## config.mk

```make
export PLATFORM = sky130hd
export DESIGN_NAME = max7219_receiver
export DESIGN_NICKNAME = d
export VERILOG_FILES = /design/src/rtl/max7219_receiver.sv
export SDC_FILE = /design/constraint.sdc
export NUM_CORES = 1
export LEC_CHECK = 0
export BUFFER_PORTS_ARGS = -buffer_cell sky130_fd_sc_hd__buf_2
export CORE_UTILIZATION = 40
export CTS_CLUSTER_SIZE = 14
export DETAILED_ROUTE_END_ITERATION = 16
export GPL_ROUTABILITY_DRIVEN = 0
export PLACE_DENSITY_LB_ADDON = 0.25
export SLEW_MARGIN = 5
export SYNTH_ARGS = -nofsm -noshare
export SYNTH_HDL_FRONTEND = slang
export SYNTH_SLANG_ARGS = --single-unit
```

## constraint.sdc

```tcl
create_clock -name clk -period 6.2 [get_ports clk]
set_clock_uncertainty 0.15 [all_clocks]
set_input_delay 1.24 -clock clk [delete_from_list [all_inputs] [get_ports clk]]
set_output_delay 1.24 -clock clk [all_outputs]
set_load 0.03 [all_outputs]
```

## src/rtl/max7219_receiver.sv

```systemverilog
// SPI responder emulating the MAX7219 register interface: oversamples SCK/CS/MOSI with clk,
// decodes 16-bit frames on CS rise and exposes the resulting register file.
module max7219_receiver #(
    parameter int unsigned SYNC_STAGES = 2
) (
    input  logic       clk,
    input  logic       res,
    input  logic       i_sck,
    input  logic       i_cs,
    input  logic       i_mosi,
    output logic       o_dout,
    input  logic [2:0] i_rd_digit,
    output logic [7:0] o_rd_data,
    output logic [7:0] o_decode_mode,
    output logic [3:0] o_intensity,
    output logic [2:0] o_scan_limit,
    output logic       o_shutdown_n,
    output logic       o_display_test,
    output logic       o_frame_valid,
    output logic [3:0] o_frame_addr,
    output logic [7:0] o_frame_data,
    output logic       o_frame_error
);

    typedef enum logic [1:0] {
        StIdle,
        StReady,
        StShift
    } state_e;

    // ------------------------------------------------------------------
    // Input synchronizers and edge detection
    // ------------------------------------------------------------------
    logic [SYNC_STAGES-1:0] sck_sync_q;
    logic [SYNC_STAGES-1:0] cs_sync_q;
    logic [SYNC_STAGES-1:0] mosi_sync_q;
    logic                   sck_prev_q;
    logic                   cs_prev_q;

    always_ff @(posedge clk or posedge res) begin
        if (res) begin
            sck_sync_q  <= '0;
            cs_sync_q   <= '0;
            mosi_sync_q <= '0;
            sck_prev_q  <= 1'b0;
            cs_prev_q   <= 1'b0;
        end else begin
            sck_sync_q  <= {sck_sync_q[SYNC_STAGES-2:0], i_sck};
            cs_sync_q   <= {cs_sync_q[SYNC_STAGES-2:0], i_cs};
            mosi_sync_q <= {mosi_sync_q[SYNC_STAGES-2:0], i_mosi};
            sck_prev_q  <= sck_sync_q[SYNC_STAGES-1];
            cs_prev_q   <= cs_sync_q[SYNC_STAGES-1];
        end
    end

    logic sck_s;
    logic cs_s;
    logic mosi_s;
    logic sck_rise;
    logic sck_fall;
    logic cs_rise;
    logic cs_fall;

    assign sck_s    = sck_sync_q[SYNC_STAGES-1];
    assign cs_s     = cs_sync_q[SYNC_STAGES-1];
    assign mosi_s   = mosi_sync_q[SYNC_STAGES-1];
    assign sck_rise = sck_s & ~sck_prev_q;
    assign sck_fall = ~sck_s & sck_prev_q;
    assign cs_rise  = cs_s & ~cs_prev_q;
    assign cs_fall  = ~cs_s & cs_prev_q;

    // ------------------------------------------------------------------
    // Frame state machine
    // ------------------------------------------------------------------
    state_e      state_q, state_d;
    logic [15:0] shift_q, shift_d;
    logic [4:0]  cnt_q, cnt_d;
    logic        frame_latch;
    logic        frame_short;

    always_comb begin
        state_d     = state_q;
        shift_d     = shift_q;
        cnt_d       = cnt_q;
        frame_latch = 1'b0;
        frame_short = 1'b0;
        unique case (state_q)
            StIdle: begin
                // Waiting here after reset discards any frame already in flight
                if (cs_s) begin
                    state_d = StReady;
                end
            end
            StReady: begin
                if (cs_fall) begin
                    state_d = StShift;
                    cnt_d   = '0;
                end
            end
            StShift: begin
                // A CS rise takes priority over an SCK rise seen in the same cycle
                if (cs_rise) begin
                    state_d = StReady;
                    if (cnt_q >= 5'd16) begin
                        frame_latch = 1'b1;
                    end else begin
                        frame_short = 1'b1;
                    end
                end else if (sck_rise) begin
                    shift_d = {shift_q[14:0], mosi_s};
                    if (cnt_q != 5'd31) begin
                        cnt_d = cnt_q + 5'd1;
                    end
                end
            end
            default: begin
                state_d = StIdle;
            end
        endcase
    end

    always_ff @(posedge clk or posedge res) begin
        if (res) begin
            state_q <= StIdle;
            shift_q <= '0;
            cnt_q   <= '0;
        end else begin
            state_q <= state_d;
            shift_q <= shift_d;
            cnt_q   <= cnt_d;
        end
    end

    // ------------------------------------------------------------------
    // Daisy-chain output
    // ------------------------------------------------------------------
    logic dout_q;

    always_ff @(posedge clk or posedge res) begin
        if (res) begin
            dout_q <= 1'b0;
        end else if ((state_q == StShift) && sck_fall) begin
            dout_q <= shift_q[15];
        end
    end

    assign o_dout = dout_q;

    // ------------------------------------------------------------------
    // Register file
    // ------------------------------------------------------------------
    logic [3:0] wr_addr;
    logic [7:0] wr_data;
    logic [2:0] digit_idx;

    assign wr_addr   = shift_q[11:8];
    assign wr_data   = shift_q[7:0];
    // Addresses 1..8 map to digits 0..7; address 8 wraps to index 7
    assign digit_idx = wr_addr[2:0] - 3'd1;

    logic [7:0] digit_q [8];
    logic [7:0] decode_mode_q;
    logic [3:0] intensity_q;
    logic [2:0] scan_limit_q;
    logic       shutdown_n_q;
    logic       display_test_q;
    logic       frame_valid_q;
    logic       frame_error_q;
    logic [3:0] frame_addr_q;
    logic [7:0] frame_data_q;

    always_ff @(posedge clk or posedge res) begin
        if (res) begin
            for (int i = 0; i < 8; i++) begin
                digit_q[i] <= '0;
            end
            decode_mode_q  <= '0;
            intensity_q    <= '0;
            scan_limit_q   <= '0;
            shutdown_n_q   <= 1'b0;
            display_test_q <= 1'b0;
            frame_valid_q  <= 1'b0;
            frame_error_q  <= 1'b0;
            frame_addr_q   <= '0;
            frame_data_q   <= '0;
        end else begin
            frame_valid_q <= frame_latch;
            frame_error_q <= frame_short;
            if (frame_latch) begin
                frame_addr_q <= wr_addr;
                frame_data_q <= wr_data;
                case (wr_addr)
                    4'h1, 4'h2, 4'h3, 4'h4,
                    4'h5, 4'h6, 4'h7, 4'h8: digit_q[digit_idx] <= wr_data;
                    4'h9:    decode_mode_q  <= wr_data;
                    4'hA:    intensity_q    <= wr_data[3:0];
                    4'hB:    scan_limit_q   <= wr_data[2:0];
                    4'hC:    shutdown_n_q   <= wr_data[0];
                    4'hF:    display_test_q <= wr_data[0];
                    default: ;
                endcase
            end
        end
    end

    assign o_rd_data      = digit_q[i_rd_digit];
    assign o_decode_mode  = decode_mode_q;
    assign o_intensity    = intensity_q;
    assign o_scan_limit   = scan_limit_q;
    assign o_shutdown_n   = shutdown_n_q;
    assign o_display_test = display_test_q;
    assign o_frame_valid  = frame_valid_q;
    assign o_frame_error  = frame_error_q;
    assign o_frame_addr   = frame_addr_q;
    assign o_frame_data   = frame_data_q;

endmodule

```

==> results of run 1 <==
-- logic make-up after synthesis --
kind of cell,after synthesis,synth area share
adders and majority gates,6,0.0136
AOI/OAI and AO/OA,13,0.0158
and+or+nand+nor,73,0.0774
buffers and inverters,32,0.0274
DFF,127,0.575
muxes,122,0.286
xor gates and xnor gates,3,0.00475
-- Yosys cell counts (all sizes together) (2+ instances only) --
master    n
ha        6
xnor2     2
nor2b     3
mux2i     2
nand4     6
nor4      4
o21ai     9
clkbuf   12
nand2b    5
mux2    104
nand3     3
mux4     16
nand2    43
dfrtp   127
buf      12
inv       7
-- final timing paths --
| check | from | end | cells past startpoint | slack, ns |
|---|---|---|---|---|
| setup / recovery | i_rd_digit[0] | o_rd_data[1] | 4 | 2.05 |
| hold / removal | cs_sync_q[0] | cs_sync_q[1] | 0 | 0.20 |
| setup reg to reg | shift_q[8] | digit_q[24] | 6 | 2.81 |
| hold reg to reg | cs_sync_q[0] | cs_sync_q[1] | 0 | 0.20 |
| max in group asynchronous | res | o_intensity[3] | 3 | 3.84 |
| min in group asynchronous | res | digit_q[48] | 2 | 0.91 |
-- report_power, final --
group	total [mW]	switching, mW	internal [mW]
clock	1.01	0.331	0.678
combinational	0.0450	0.0293	0.0156
sequential	0.864	0.0245	0.840
-- registers in the layout (all words and copies together) (netlist names) --
name,count
digit_q,64
o_scan_limit,3
o_dout,1
o_frame_error,1
o_frame_data,8
o_shutdown_n,1
state_q,2
o_display_test,1
sck_prev_q,1
o_decode_mode,8
cs_prev_q,1
mosi_sync_q,2
o_frame_addr,4
o_frame_valid,1
cnt_q,5
shift_q,16
cs_sync_q,2
sck_sync_q,2
o_intensity,4
-- cells in the final DEF (no fill, tap or decap), types with 2 or more instances in the layout --
cell type  synthesis  layout
xnor2_1            2       2
nor4_4             3       3
mux2i_1            2       2
nand4_1            3       3
buf_2              4      47
bufinv_16          0       3
nand3_1            3       3
clkinv_2           0       3
mux4_2            16      16
ha_1               6       6
nand4_2            3       3
nor2b_1            3       3
dfrtp_1          127     127
o21ai_0            9       9
clkbuf_8           0       5
mux2_4             8       8
mux2_2            96      96
inv_1              7       6
clkbuf_16          0      17
nand2b_1           5       5
nand2_1           42      42
clkbuf_1          12       2
-- metal layers --
layer / share of wire / wire [µm] / vias to the layer above / track usage
met4: 0.014 / 149 / 0 / 0.0727
met5: 0 / 0 / - / 0
met3: 0.032 / 342 / 12 / 0.0447
li1: - / - / 1426 / -
met1: 0.47 / 5130 / 1634 / 0.223
met2: 0.48 / 5220 / 45 / 0.260
-- worst register-to-register path: stages (launching register included) --
cell      delay (ns)
dfrtp_1         0.57
clkinv_1        0.39
ha_1            0.47
inv_1           0.05
o32ai_1         0.61
and4_1          0.64
mux2_2          0.40
-- cell type report --
type | instances | area [µm²] | share of cell area
Sequential cell | 127 | 3180 | 0.491
Clock inverter | 6 | 105 | 0.0162
Multi-Input combinational cell | 217 | 2200 | 0.339
Timing Repair Buffer | 48 | 243 | 0.0375
Tap cell | 176 | 220 | 0.0340
Clock buffer | 24 | 502 | 0.0774
Inverter | 8 | 32.5 | 0.00502
-- metrics by stage --
step                 util  area [µm²]  hold slack, ns
finish              0.485        6480           0.201
global route        0.485        6480           0.213
CTS                 0.485        6480           0.205
detailed placement  0.440        5870           0.193
global placement    0.440        5870           0.184
floorplan               -        5530           0.181
==> summary.txt, run 1 <==
CP max stage delay - 0.59 ns
RSZ-0062 raised after global routing - no
Crit path top cell by count - buf_2
die area - 0.0143 mm²
Root Driver - clkbuf_16
required time worst endpoint - 4.81 ns
Post-synth EDFFs - 0
Total Power - 1.92 mW
PnR worst setup slack - 2.05 ns
register area share after synthesis - 0.575
mapped cell area - 0.00553 mm²
Max Cap Viol - 0
Final Hold Fails - 0
post-synth top area share - 0.575
Worst-Skew Late Latency - 0.41 ns
Critical Path Sink Type - output port
CTS tree - done
TNS Setup - 0 ns
max_slew headroom - 0.347
CTS-repair resized insts - 0
pwr dens - 296 mW/mm²
fmax - 241 MHz
Avg Cell Area, Syn - 14.7 µm²
H-tree Lvls - 4
Syn. warnings - 0
Layout Nets - 433
# hold bufs at CTS - 0
DRT Pass-1 Iters - 4
# port buffers - 47
maximum vdd ir drop - 0.226 mV
clk sink count - 127
max-slew violation count - 0
initial antenna violation count - 0
Post-Syn Nets - 390
initial detailed-routing violation count - 126
worst hold path type - flip-flop to flip-flop
Initial Utilization - 0.414
Crit Path Category - primary input to output port
crit-path cells - buf_2, mux4_2, mux2_2, buf_2
post-synth top area cell - dfrtp_1
CP bufs+invs - 2
pre-CTS setup slack - 2.05 ns
first-pass GRT wire length - 18.0 mm
fin crit period - 4.15 ns
total gr overflow - 0
vias in the first global route - 3322
Top delay family on crit path - multiplexers
Yosys cell types - 38
gr usage total - 0.168
Die Ht - 120 µm
number of synthesized register bits - 127
Final ANT Viol Nets - 0
crit-path max FO - 16
fin crit share - 0.669
Post-Route WL - 10.8 mm
Post-CTS Setup Bufs - 0
P&R area growth vs syn - 17.2%
Die X - 120 µm
Core Box Area - 0.0133 mm²
share of layout cells above drive strength 1 - 0.477
LEAKAGE - 3.34 nW
status - finished, final reports clean
fillers - 1156
routed via count - 3117
Core Rows - 42
placed insts - 576
final setup fails - 0
Slew @ Worst Pin - 0.980 ns
clk buf depth - 2
routed len/inst - 17.9 µm
crit path launch type - primary input
Area contributors post-synth - dfrtp_1 (57%), mux2_2 (20%), mux4_2 (6.5%), nand2_1 (2.9%), mux2_4 (2.2%)
ys async rst share - 1.00
diodes inserted - 0
pin count of the biggest net entering global routing - 82
fin cells - 606
total CTS buffers - 17
Reg clk slew, reported paths - 0.05 ns
WP data arrival - 2.76 ns
Main synth FF type - dfrtp_1
# IOs - 48
critical-path cell with the highest stage delay - mux4_2
detail-routed via count per cell - 5.14
synthesized instance count - 376
DRC - 0
DP Wirelength - 6.83 mm
No activity file was read; power rests on OpenSTA's default activity.
==> inputs of run 2 (changes only) <==
--- a/config.mk
+++ b/config.mk
@@ -5,6 +5,7 @@
 export SDC_FILE = /design/constraint.sdc
 export NUM_CORES = 1
 export LEC_CHECK = 0
+export ABC_AREA = 1
 export BUFFER_PORTS_ARGS = -buffer_cell sky130_fd_sc_hd__buf_2
 export CORE_UTILIZATION = 40
 export CTS_CLUSTER_SIZE = 14
==> constraint.sdc (replaced) <==
create_clock -name clk -period 3.5 [get_ports clk]
set_clock_uncertainty 0.15 [all_clocks]
set_input_delay 0.7 -clock clk [delete_from_list [all_inputs] [get_ports clk]]
set_output_delay 0.7 -clock clk [all_outputs]
set_load 0.03 [all_outputs]
==> run 2 against run 1 <==
Effect of this change:
- via count rose by 53%
- die area is 2.8% higher
- register-to-register slack worse by 1.9 ns
- first-iteration DRC count rose to 3.0 times the previous value
- non-clock buffer count rose by 13
- count of clock-buffer cells in the layout is 4 lower
- clock power grew 77%
==> summary.txt, run 2 <==
status - finished, final reports clean
required time worst endpoint - 2.65 ns (-2.16 ns)
pwr dens - 533 mW/mm² (+80%)
first-pass GRT wire length - 23.5 mm (+31%)
CTS tree - done
gr usage total - 0.210 (+0.0418)
pin count of the biggest net entering global routing - 41 (-50%)
synthesized instance count - 663 (+76%)
top flop regs - digit_q x64, shift_q x16
clk sink count - 127 (unchanged)
total CTS buffers - 17 (unchanged)
Final Hold Fails - 0 (unchanged)
register area share after synthesis - 0.559 (-0.0162)
Initial Utilization - 0.410 (-0.00436)
Final ANT Viol Nets - 0 (unchanged)
vias in the first global route - 4581 (+38%)
placed insts - 864 (+50%)
maximum vdd ir drop - 0.403 mV (+78%)
area of the multi-input gates - 0.00222 mm² (+1.1%)
Die Ht - 121 µm (+1.4%)
most frequent cells in the layout - nand2_1 (208), dfrtp_1 (127), o21ai_0 (67)
Avg Cell Area, Syn - 8.58 µm² (-42%)
Slew @ Worst Pin - 0.886 ns (-0.0937 ns)
DP Wirelength - 9.59 mm (+40%)
Post-Syn Nets - 677 (+74%)
Reg clk slew, reported paths - 0.06 ns (about the same)
Die X - 121 µm (+1.4%)
fmax - 364 MHz
top-count cell post-synth - nand2_1
Core Rows - 43 (+2.4%)
CTS-repair resized insts - 0 (unchanged)
detail-routed via count per cell - 5.34 (+3.7%)
Area contributors post-synth - dfrtp_1 (56%), nand2_1 (14%), nand4_1 (7.0%), o21ai_0 (5.9%), nor2_1 (3.6%)
Critical Path Sink Type - output port
worst hold path type - flip-flop to flip-flop
DRT Pass-1 Iters - 5 (+1)
Yosys cell types - 30 (-21%)
TNS Setup - 0 ns (unchanged)
max-slew violation count - 0 (unchanged)
Post-Route WL - 14.0 mm (+29%)
Max Cap Viol - 0 (unchanged)
Most flops, register - digit_q
fin crit share - 0.785
CP max stage delay - 0.31 ns (-0.28 ns)
share of layout cells above drive strength 1 - 0.152 (-0.325)
clk buf depth - 2 (unchanged)
crit-path cells - buf_2, inv_1, o21ai_0, o22ai_1, nand2_1, nand2_1, buf_2
mapped cell area - 0.00569 mm² (+2.9%)
RSZ-0062 raised after global routing - no
diodes inserted - 0 (unchanged)
WP data arrival - 1.90 ns (-0.86 ns)
Total Power - 3.57 mW (+86%)
Seq. cell area - 0.00318 mm² (unchanged)
Syn. warnings - 0 (unchanged)
commonest non-fill, non-tap cell in the layout - nand2_1
P&R area growth vs syn - 17.9%
die area - 0.0147 mm² (+2.8%)
crit-path max FO - 17 (+1)
critical-path cell with the highest stage delay - inv_1
number of synthesized register bits - 127 (unchanged)
Post-synth EDFFs - 0 (unchanged)
initial detailed-routing violation count - 374 (+200%)
hold_ws - 0.201 ns (-0.000918 ns)
DRC - 0 (unchanged)
total gr overflow - 0 (unchanged)
H-tree Lvls - 4 (unchanged)
Post-synth top cells - nand2_1 (208), dfrtp_1 (127), o21ai_0 (67), nand4_1 (64), nor2_1 (55)
fin cells - 896 (+48%)
max_slew headroom - 0.408 (+0.0613)
initial antenna violation count - 0 (unchanged)
LEAKAGE - 3.45 nW (+3.3%)
crit path launch type - primary input
Main synth FF type - dfrtp_1
# hold bufs at CTS - 0 (unchanged)
Root Driver - clkbuf_16
Worst-Skew Late Latency - 0.42 ns (about the same)
fin crit period - 2.75 ns
fillers - 1341 (+16%)
routed via count - 4781 (+53%)
routed len/inst - 15.7 µm (-13%)
ys async rst share - 1.00 (unchanged)
Crit Path Category - primary input to output port
# port buffers - 47 (unchanged)
Layout Nets - 717 (+66%)
Core Box Area - 0.0139 mm² (+4.0%)
post-synth top area share - 0.559 (-0.0162)
max FFs per register - 64 (unchanged)
final setup fails - 0 (unchanged)
# IOs - 48 (unchanged)
post-synth top area cell - dfrtp_1
final core utilization - 0.483 (-0.00241)
Post-CTS Setup Bufs - 0 (unchanged)
==> run 2: path summary, 6_finish.rpt <==
path | from | endpoint | slack [ns] | cells after the start
min in group asynchronous | res | cnt_q[3] | 0.30 | 2
worst max register to register | shift_q[8] | digit_q[8] | 0.88 | 9
worst max-delay path | i_rd_digit[1] | o_rd_data[0] | 0.75 | 7
worst min-delay path | mosi_sync_q[0] | mosi_sync_q[1] | 0.20 | 0
max in group asynchronous | res | digit_q[15] | 2.03 | 3
worst min register to register | mosi_sync_q[0] | mosi_sync_q[1] | 0.20 | 0
==> run 2: layout make-up <==
cell class	instances	area share
sequential	127	0.474
multi-input combinational	466	0.332
clock buffer	20	0.0666
timing repair buffer	61	0.0526
tap	180	0.0336
clock inverter	12	0.0241
inverter	30	0.0174
==> run 2: stage by stage <==
stage | cell area, µm² | worst slack, ns
after global placement | 6100 | 0.913
after floorplan | 5690 | 1.08
after CTS | 6700 | 0.808
after global routing | 6700 | 0.681
final | 6700 | 0.753
after detailed placement | 6100 | 0.810
==> run 2: cells by family after synthesis <==
logic type / share of synthesized area
and+or+nand+nor: 0.283
DFF: 0.559
AOI/OAI and AO/OA: 0.0924
adders and majority gates: 0.0132
buffers and inverters: 0.0513
xor gates and xnor gates: 0.00154
==> run 2: critical path, delay by kind of cell <==
family / cells / cell delay (ns)
buffers and inverters: 3 / 0.67
AOI/OAI and AO/OA: 2 / 0.37
and+or+nand+nor: 2 / 0.14
==> run 2: per-layer routing <==
| layer | vias up | part of all wire | global-route usage |
|---|---|---|---|
| li1 | 2312 | - | - |
| met1 | 2288 | 0.47 | 0.289 |
| met2 | 166 | 0.44 | 0.310 |
| met3 | 15 | 0.078 | 0.0752 |
| met4 | 0 | 0.0087 | 0.0602 |
| met5 | - | 0 | 0 |
==> run 2: power breakdown <==
group | internal (mW) | switching (mW)
clock | 1.14 | 0.651
combinational | 0.0544 | 0.157
sequential | 1.50 | 0.0656
total | 2.70 | 0.873
==> inputs of run 3 (changes only) <==
==> constraint.sdc (replaced) <==
create_clock -name clk -period 2.6 [get_ports clk]
set_clock_uncertainty 0.15 [all_clocks]
set_input_delay 0.52 -clock clk [delete_from_list [all_inputs] [get_ports clk]]
set_output_delay 0.52 -clock clk [all_outputs]
set_load 0.03 [all_outputs]
==> run 3 against run 2 <==
Effect of this change:
- via count is 0.84% higher
- worst setup slack worse by 0.51 ns
- global-route usage is 0.71 points higher
- cell area fell by 0.35%
- count of clock-buffer cells in the layout is 1 lower
- flip-flop and latch count unchanged
- sequential power increased by 34%
- combinational power grew 35%
- power up 29%
- wire length up 2.2%
- worst hold slack lost 0.15 ns
- critical path depth unchanged
- largest power group unchanged
- highest routed layer unchanged
==> summary.txt, run 3 (same netlist as run 2, synthesis figures left out) <==
fin crit period - 2.35 ns
initial antenna violation count - 0 (unchanged)
status - finished, final reports clean
pwr dens - 691 mW/mm² (+30%)
clk buf depth - 2 (unchanged)
Final Cell Area - 0.00668 mm² (-0.35%)
vias in the first global route - 4742 (+3.5%)
TNS Setup - 0 ns (unchanged)
max FFs per register - 64 (unchanged)
worst hold path type - primary input to flip-flop
Post-CTS Setup Bufs - 0 (unchanged)
max-slew violation count - 0 (unchanged)
total CTS buffers - 17 (unchanged)
area of the multi-input gates - 0.00222 mm² (unchanged)
# IOs - 48 (unchanged)
die area - 0.0147 mm² (unchanged)
placed insts - 866 (+0.23%)
routed via count - 4821 (+0.84%)
Critical Path Sink Type - output port
Worst-Skew Late Latency - 0.43 ns (about the same)
fillers - 1359 (+1.3%)
Max Cap Viol - 0 (unchanged)
Core Box Area - 0.0139 mm² (unchanged)
Core Rows - 43 (unchanged)
first-pass GRT wire length - 24.2 mm (+2.8%)
hold_ws - 0.0509 ns (-0.150 ns)
fin cells - 898 (+0.22%)
Root Driver - clkbuf_16
# port buffers - 47 (unchanged)
initial detailed-routing violation count - 409 (+9.4%)
clk sink count - 127 (unchanged)
required time worst endpoint - 1.93 ns (-0.72 ns)
WP data arrival - 1.68 ns (-0.22 ns)
Seq. cell area - 0.00318 mm² (unchanged)
# hold bufs at CTS - 0 (unchanged)
DP Wirelength - 9.52 mm (-0.73%)
max_slew headroom - 0.511 (+0.103)
Slew @ Worst Pin - 0.734 ns (-0.152 ns)
Die Ht - 121 µm (unchanged)
crit path launch type - primary input
fmax - 425 MHz
H-tree Lvls - 4 (unchanged)
top flop regs - digit_q x64, shift_q x16
CTS-repair resized insts - 0 (unchanged)
Crit Path Category - primary input to output port
Post-Route WL - 14.3 mm (+2.2%)
gr usage total - 0.217 (+0.00706)
total gr overflow - 0 (unchanged)
Reg clk slew, reported paths - 0.05 ns (about the same)
LEAKAGE - 3.45 nW (about the same)
Most flops, register - digit_q
routed len/inst - 16.0 µm (+2.0%)
final core utilization - 0.481 (-0.00171)
Final ANT Viol Nets - 0 (unchanged)
Initial Utilization - 0.410 (unchanged)
maximum vdd ir drop - 0.464 mV (+15%)
RSZ-0062 raised after global routing - no
share of layout cells above drive strength 1 - 0.156 (+0.00375)
Layout Nets - 719 (+0.28%)
detail-routed via count per cell - 5.37 (+0.61%)
Die X - 121 µm (unchanged)
P&R area growth vs syn - 17.4%
Placement Cell Area - 0.00612 mm² (+0.45%)
diodes inserted - 0 (unchanged)
DRT Pass-1 Iters - 6 (+1)
final setup fails - 0 (unchanged)
crit-path max FO - 24 (+7)
DRC - 0 (unchanged)
pin count of the biggest net entering global routing - 128 (+210%)
CTS tree - done
commonest non-fill, non-tap cell in the layout - nand2_1
most frequent cells in the layout - nand2_1 (208), dfrtp_1 (127), o21ai_0 (67)
fin crit share - 0.905
Final Hold Fails - 0 (unchanged)
==> run 3: per-layer routing <==
| metal | GRT usage | vias up | share of wire |
|---|---|---|---|
| met1 | 0.297 | 2344 | 0.47 |
| li1 | - | 2309 | - |
| met5 | 0 | - | 0 |
| met2 | 0.319 | 153 | 0.45 |
| met4 | 0.0779 | 0 | 0.0092 |
| met3 | 0.0733 | 15 | 0.068 |
==> run 3: path summary, 6_finish.rpt <==
kind | startpoint | to | slack, ns | cells after the start
setup / recovery | i_rd_digit[0] | o_rd_data[2] | 0.25 | 7
hold / removal | i_cs | cs_sync_q[0] | 0.05 | 1
setup reg to reg | shift_q[8] | digit_q[44] | 0.27 | 9
hold reg to reg | cs_sync_q[0] | cs_sync_q[1] | 0.20 | 0
max in group asynchronous | res | digit_q[1] | 1.63 | 3
min in group asynchronous | res | cnt_q[0] | 0.06 | 3
==> run 3: critical path, cell delays in order <==
cell and delay (ns):
buf_2 0.16, buf_4 0.29, o21ai_0 0.14, o22ai_1 0.20
nand2_1 0.09, nand2_1 0.08, buf_2 0.19
==> run 3: layout make-up <==
type | instances | share of cell area
clock buffers | 19 | 0.0663
well taps | 180 | 0.0337
clock inverters | 13 | 0.0170
flip-flops and latches | 127 | 0.476
repair buffers | 63 | 0.0569
inverters | 30 | 0.0174
multi-input cells | 466 | 0.333
==> run 3: where the power goes <==
group / switching, mW / internal, mW / total [mW] / leakage, nW
combinational: 0.213 / 0.0712 / 0.284 / 1.43
sequential: 0.0931 / 2.02 / 2.11 / 1.75
clock: 0.881 / 1.34 / 2.22 / 0.274
==> run 3: per-stage QoR <==
step / setup WS (ns) / total power [mW]
final: 0.247 / 4.62
after global routing: 0.0499 / 4.80
after CTS: 0.248 / 4.66
after detailed placement: 0.258 / 2.43
after global placement: 0.256 / 2.42
after floorplan: 0.363 / 2.32
